**config.mk**
```make
export PLATFORM = sky130hd
export DESIGN_NAME = mux4_rr_scheduler
export DESIGN_NICKNAME = d
export VERILOG_FILES = /design/src/rtl/mux4_rr_scheduler.sv
export SDC_FILE = /design/constraint.sdc
export NUM_CORES = 1
export LEC_CHECK = 0
export BUFFER_PORTS_ARGS = -buffer_cell sky130_fd_sc_hd__buf_2
export CORE_MARGIN = 4
export CORE_UTILIZATION = 41
export DETAILED_ROUTE_END_ITERATION = 6
export GPL_TIMING_DRIVEN = 0
export HOLD_SLACK_MARGIN = 0.15
export PLACE_DENSITY = 0.78
export SETUP_SLACK_MARGIN = 0.1
export SLEW_MARGIN = 20
export SYNTH_ARGS = -nofsm -noshare
export SYNTH_HDL_FRONTEND = slang
export SYNTH_SLANG_ARGS = --single-unit
```
**constraint.sdc**
```tcl
create_clock -name clk -period 2.3 [get_ports clk]
set_clock_uncertainty 0.05 [all_clocks]
set_input_delay 0.115 -clock clk [delete_from_list [all_inputs] [get_ports clk]]
set_output_delay 0.115 -clock clk [all_outputs]
set_load 0.01 [all_outputs]
```
**src/rtl/mux4_rr_scheduler.sv**
```systemverilog
// mux4_rr_scheduler
//   Round-robin scheduler that gives one of four requesters the shared 4:1
//   mux path. A grant lasts for up to BURST accepted beats. It ends earlier if
//   the grantee drops its request. There is always one IDLE cycle between two
//   grants.
//
//   Handshake: a beat moves when out_valid and out_ready are both high in the
//   same cycle. out_valid does not depend on out_ready. While out_ready is low
//   the grant, the select and the beat count all hold.
//
// Parameters
//   W      width of a, b, c, d and y
//   BURST  maximum accepted beats per grant (legal 1..15)
// Ports
//   clk        clock; all state changes on its rising edge
//   rst_n      asynchronous active-low reset
//   req[3:0]   req[i] high while requester i wants the path
//   a,b,c,d    data of requesters 0..3
//   out_ready  consumer accepts y this cycle
//   gnt[3:0]   registered one-hot grant, zero when no grant is held
//   s1,s2      registered select, {s1,s2} = current or most recent grantee
//   y          combinational mux of a/b/c/d by {s1,s2}
//   out_valid  y carries a valid beat
//   busy       FSM is in GRANT (also serves as the visible FSM state)
module mux4_rr_scheduler #(
  parameter int W     = 8,
  parameter int BURST = 4
) (
  input  logic         clk,
  input  logic         rst_n,
  input  logic [3:0]   req,
  input  logic [W-1:0] a,
  input  logic [W-1:0] b,
  input  logic [W-1:0] c,
  input  logic [W-1:0] d,
  input  logic         out_ready,
  output logic [3:0]   gnt,
  output logic         s1,
  output logic         s2,
  output logic [W-1:0] y,
  output logic         out_valid,
  output logic         busy
);

  typedef enum logic {
    IDLE  = 1'b0,
    GRANT = 1'b1
  } state_t;

  localparam logic [3:0] BC_LAST = 4'(BURST - 1);

  state_t     state_q, state_d;
  logic [3:0] gnt_q, gnt_d;
  logic [1:0] sel_q, sel_d;
  logic [1:0] lp_q, lp_d;
  logic [3:0] bc_q, bc_d;

  logic [1:0] pick;
  logic       pick_found;
  logic [1:0] cand;

  // Round-robin search. Start at lp+1 and wrap. The last candidate is lp
  // itself (k=4 wraps to offset 0).
  always_comb begin
    pick       = 2'd0;
    pick_found = 1'b0;
    cand       = 2'd0;
    for (int k = 1; k <= 4; k++) begin
      cand = lp_q + 2'(k);
      if (!pick_found && req[cand]) begin
        pick       = cand;
        pick_found = 1'b1;
      end
    end
  end

  always_comb begin
    state_d = state_q;
    gnt_d   = gnt_q;
    sel_d   = sel_q;
    lp_d    = lp_q;
    bc_d    = bc_q;
    unique case (state_q)
      IDLE: begin
        if (pick_found) begin
          state_d = GRANT;
          gnt_d   = 4'b0001 << pick;
          sel_d   = pick;
          bc_d    = 4'd0;
        end
      end
      GRANT: begin
        // A dropped request ends the grant at once and counts no beat.
        // The select register keeps the grantee after release.
        if (!req[sel_q] || (out_ready && bc_q == BC_LAST)) begin
          state_d = IDLE;
          gnt_d   = 4'd0;
          bc_d    = 4'd0;
          lp_d    = sel_q;
        end else if (out_ready) begin
          bc_d = bc_q + 4'd1;
        end
      end
      default: state_d = IDLE;
    endcase
  end

  always_ff @(posedge clk or negedge rst_n) begin
    if (!rst_n) begin
      state_q <= IDLE;
      gnt_q   <= 4'd0;
      sel_q   <= 2'd0;
      lp_q    <= 2'd3;   // requester 0 gets first priority after reset
      bc_q    <= 4'd0;
    end else begin
      state_q <= state_d;
      gnt_q   <= gnt_d;
      sel_q   <= sel_d;
      lp_q    <= lp_d;
      bc_q    <= bc_d;
    end
  end

  assign gnt       = gnt_q;
  assign s1        = sel_q[1];
  assign s2        = sel_q[0];
  assign busy      = (state_q == GRANT);
  assign out_valid = (state_q == GRANT) && req[sel_q];

  always_comb begin
    unique case (sel_q)
      2'd0:    y = a;
      2'd1:    y = b;
      2'd2:    y = c;
      default: y = d;
    endcase
  end

endmodule

```
==> metrics list <==
- The run finished with clean final reports.
- Synthesis instantiated 29 different standard cells from the library.
- Remaining number of nets flagged by the antenna check after routing: 0
- In this run the tightest slew margin relative to its limit is 0.647.
* Total of max-cap violations: 0
- TritonCTS built the clock tree.
* Nets@finish: 175
- Counting along the longest clock path gives a buffer depth of 2.
* Post-synthesis area per instance: 11.7 sq um
* Syn Inst Count: 74
- Aggregate routed wire length: 2380 um
- In the global route stage, overall resource usage came out at 0.169.
* Kind of path behind the tightest hold check: in -> async
- The repair_antennas step left the layout with diodes totalling 0.
* Final Critical Period: 2000 ps
- Initial antenna violation count: 0
- Setup violations remaining at the end of the flow were counted as 0.
- After global routing the overflow that remains totals 0.
* Share of async-settable or async-resettable flops after synthesis: 1.00
- Clock latency on the worst-skew pair, taken at its later pin, is 280 ps.
- Cell Area, Synth: 865 sq um
* Worst-path cell chain: ha_1, inv_1, or4b_1, a21oi_1, mux2_2
- Total die area: 2910 sq um
* Worst setup EP type: flop
- Yosys mapped a number of flops with a built-in enable equal to 0.
- Counting flops and latches in the post-synthesis netlist gives 13.
- Static power due to leakage: 0.585 nW
- Detail-routed net length per standard cell: 14.8 um
- The first detailed-routing pass ran for 4 iterations.
- At the worst endpoint, the required time is 2470 ps.
- After detailed routing, the number of remaining DRC violations is 0.
- At the pin with the least slew margin, the transition time is 525 ps.
- Final total power: 0.00133 W
- H-Tree Level Count: 1
* Clk pin slew, worst setup/hold paths: 80 ps
- Endpoints failing hold: 0
- Worst path max stage delay: 590 ps
- Measured along the x axis, the die boundary spans 53.9 um.
* Total number of yosys warnings: 0
- Largest vdd supply drop: 628 uV
- Core area: 1980 sq um
* Layout Cells excl Fill: 161
- The number of max-slew violations in the final report was 0.
- Setup repair after global routing missed its margin: no
- Via Count: 902
- Once detailed placement completed, the half-perimeter wirelength came to 1990 um.
- The number of nets in the synthesized netlist is 114.
* Die Span Y: 53.9 um
- # Post-CTS Setup Buffers: 0
- The tree is rooted in a sky130_fd_sc_hd__clkbuf_4.
- Via/cell ratio: 5.60
- Number of clock sinks: 13
- Static timing analysis puts the maximum clock frequency at 0.501 GHz.
* Number of rows in the core area: 16
- Via count of the first global-routing pass: 880
* Launching element type of the critical path: flop
* Detailed router's first-iteration violation count: 7
- Arr. time, crit path: 2160 ps
- Global-route wire length before repair: 3530 um
* Final Cycle Share: 0.868
- Accumulated negative setup slack: 0 ps
* I/O Buffers: 54
- Total placed cells including tap cells: 155
- The critical path is of the reg -> reg type.
- Areal power density over the cells: 1100 nW/um^2
- Sequential share of the synthesized area: 0.379
- In the final layout, the share of cells above drive strength 1 is 0.545.
- Library cell contributing the largest single delay on the critical path: sky130_fd_sc_hd__or4b_1
- At the end of routability-driven placement, the weighted congestion stood at 0.773.
- Largest fanout on the critical path: 4
- For this configuration, the core starts out at a cell density of 0.436.
* Prevailing post-synth register cell: sky130_fd_sc_hd__dfrtp_1
- Area Growth Syn to Fin: 40.5%
- Entering global routing, the biggest net connects 14 pins.
* IO Pins: 55
- Clock tree synthesis inserted a total of 3 buffers.
flip-flops by register name (all words and copies together), names as in the netlist:
| name | count |
|---|---|
| bc_q | 4 |
| busy | 1 |
| gnt | 4 |
| lp_q | 2 |
| sel_q | 2 |
path summary, 6_finish.rpt:
kind	slack (ps)	from	cells past startpoint	endpoint
max	300	bc_q[0]	5	lp_q[1]
min	180	rst_n	2	gnt[0]
max reg2reg	300	bc_q[0]	5	lp_q[1]
min reg2reg	460	gnt[3]	1	gnt[3]
max in group asynchronous	1750	rst_n	2	lp_q[1]
min in group clk	230	req[0]	4	sel_q[1]
timing repair:
item,CTS,global route
gates resized for setup,0,0
hold endpoints to repair,15,0
hold buffers,2,0
cell type report:
class                           count  area (sq um)
Buffer                              2          8.76
Clock buffer                        4          26.3
Fill cell                         168           767
Inverter                            3          11.3
Multi-Input combinational cell     56           517
Sequential cell                    13           328
Tap cell                           27          33.8
Timing Repair Buffer               56           290
cell families (layout without fill, tap and decap cells):
logic type | count (synthesis) | in the layout | synth area share
AO/OA/AOI/OAI | 20 | 20 | 0.155
adder cells (fa/ha/maj) | 1 | 1 | 0.0145
buffers and inverters | 5 | 65 | 0.0231
flip-flops | 13 | 13 | 0.379
multiplexers | 13 | 13 | 0.285
AND/OR/NAND/NOR | 22 | 22 | 0.143
cell usage in the layout, fill, tap and decap left out, types with 2 or more instances in the layout:
master	count
sky130_fd_sc_hd__o2bb2ai_1	2
sky130_fd_sc_hd__nor2b_1	3
sky130_fd_sc_hd__clkbuf_1	2
sky130_fd_sc_hd__dlygate4sd3_1	2
sky130_fd_sc_hd__nand2b_1	2
sky130_fd_sc_hd__dfstp_2	2
sky130_fd_sc_hd__or3_1	2
sky130_fd_sc_hd__mux2_2	3
sky130_fd_sc_hd__nor2_1	2
sky130_fd_sc_hd__mux4_2	9
sky130_fd_sc_hd__clkbuf_4	3
sky130_fd_sc_hd__o21ai_0	5
sky130_fd_sc_hd__nand3_1	2
sky130_fd_sc_hd__buf_2	55
sky130_fd_sc_hd__inv_1	3
sky130_fd_sc_hd__and2_1	2
sky130_fd_sc_hd__nand2_1	5
sky130_fd_sc_hd__dfrtp_1	11
sky130_fd_sc_hd__a21oi_1	6
sky130_fd_sc_hd__a32o_1	2
critical path: cells and delay by family, from the launching register on:
kind | cells | cell delay [ps]
AO/OA/AOI/OAI | 1 | 320
adder cells (fa/ha/maj) | 1 | 160
buffers and inverters | 1 | 50
flip-flops | 1 | 390
multiplexers | 1 | 370
AND/OR/NAND/NOR | 1 | 590
routing by layer:
layer | vias up | wire length, um | global-route usage
li1 | 415 | - | -
met1 | 419 | 915 | 0.179
met5 | - | 0 | 0
met4 | 0 | 44 | 0.0894
met2 | 63 | 1050 | 0.302
met3 | 5 | 372 | 0.0416
power by group:
part           internal [W]  switching, W
combinational      0.000402      0.000376
sequential         0.000329     0.0000808
clock             0.0000674     0.0000790
total              0.000798      0.000536
synth_stat cells (2+ instances only):
master	number	area (sq um)
sky130_fd_sc_hd__and2_1	2	12.5
sky130_fd_sc_hd__nor2_1	2	7.51
sky130_fd_sc_hd__nand2_1	5	18.8
sky130_fd_sc_hd__o21ai_0	5	25.0
sky130_fd_sc_hd__dfstp_2	2	52.6
sky130_fd_sc_hd__a32o_1	2	20.0
sky130_fd_sc_hd__or3_1	2	12.5
sky130_fd_sc_hd__nor2b_1	3	18.8
sky130_fd_sc_hd__dfrtp_1	11	275
sky130_fd_sc_hd__o2bb2ai_1	2	17.5
sky130_fd_sc_hd__a21oi_1	6	30.0
sky130_fd_sc_hd__mux4_2	9	203
sky130_fd_sc_hd__nand2b_1	2	12.5
sky130_fd_sc_hd__mux2_2	3	33.8
sky130_fd_sc_hd__nand3_1	2	10.0
sky130_fd_sc_hd__inv_1	3	11.3
metrics by stage:
step / setup slack, ps / hold slack [ps] / instance area (sq um) / utilization
final: 304 / 178 / 1210 / 0.613
after global routing: 242 / 227 / 1210 / 0.613
after CTS: 321 / 191 / 1210 / 0.613
after detailed placement: 337 / -34.0 / 1170 / 0.590
after floorplan: 454 / -231 / 865 / -
after global placement: 362 / -43.2 / 1170 / 0.590
No activity file was read; power rests on OpenSTA's default activity.
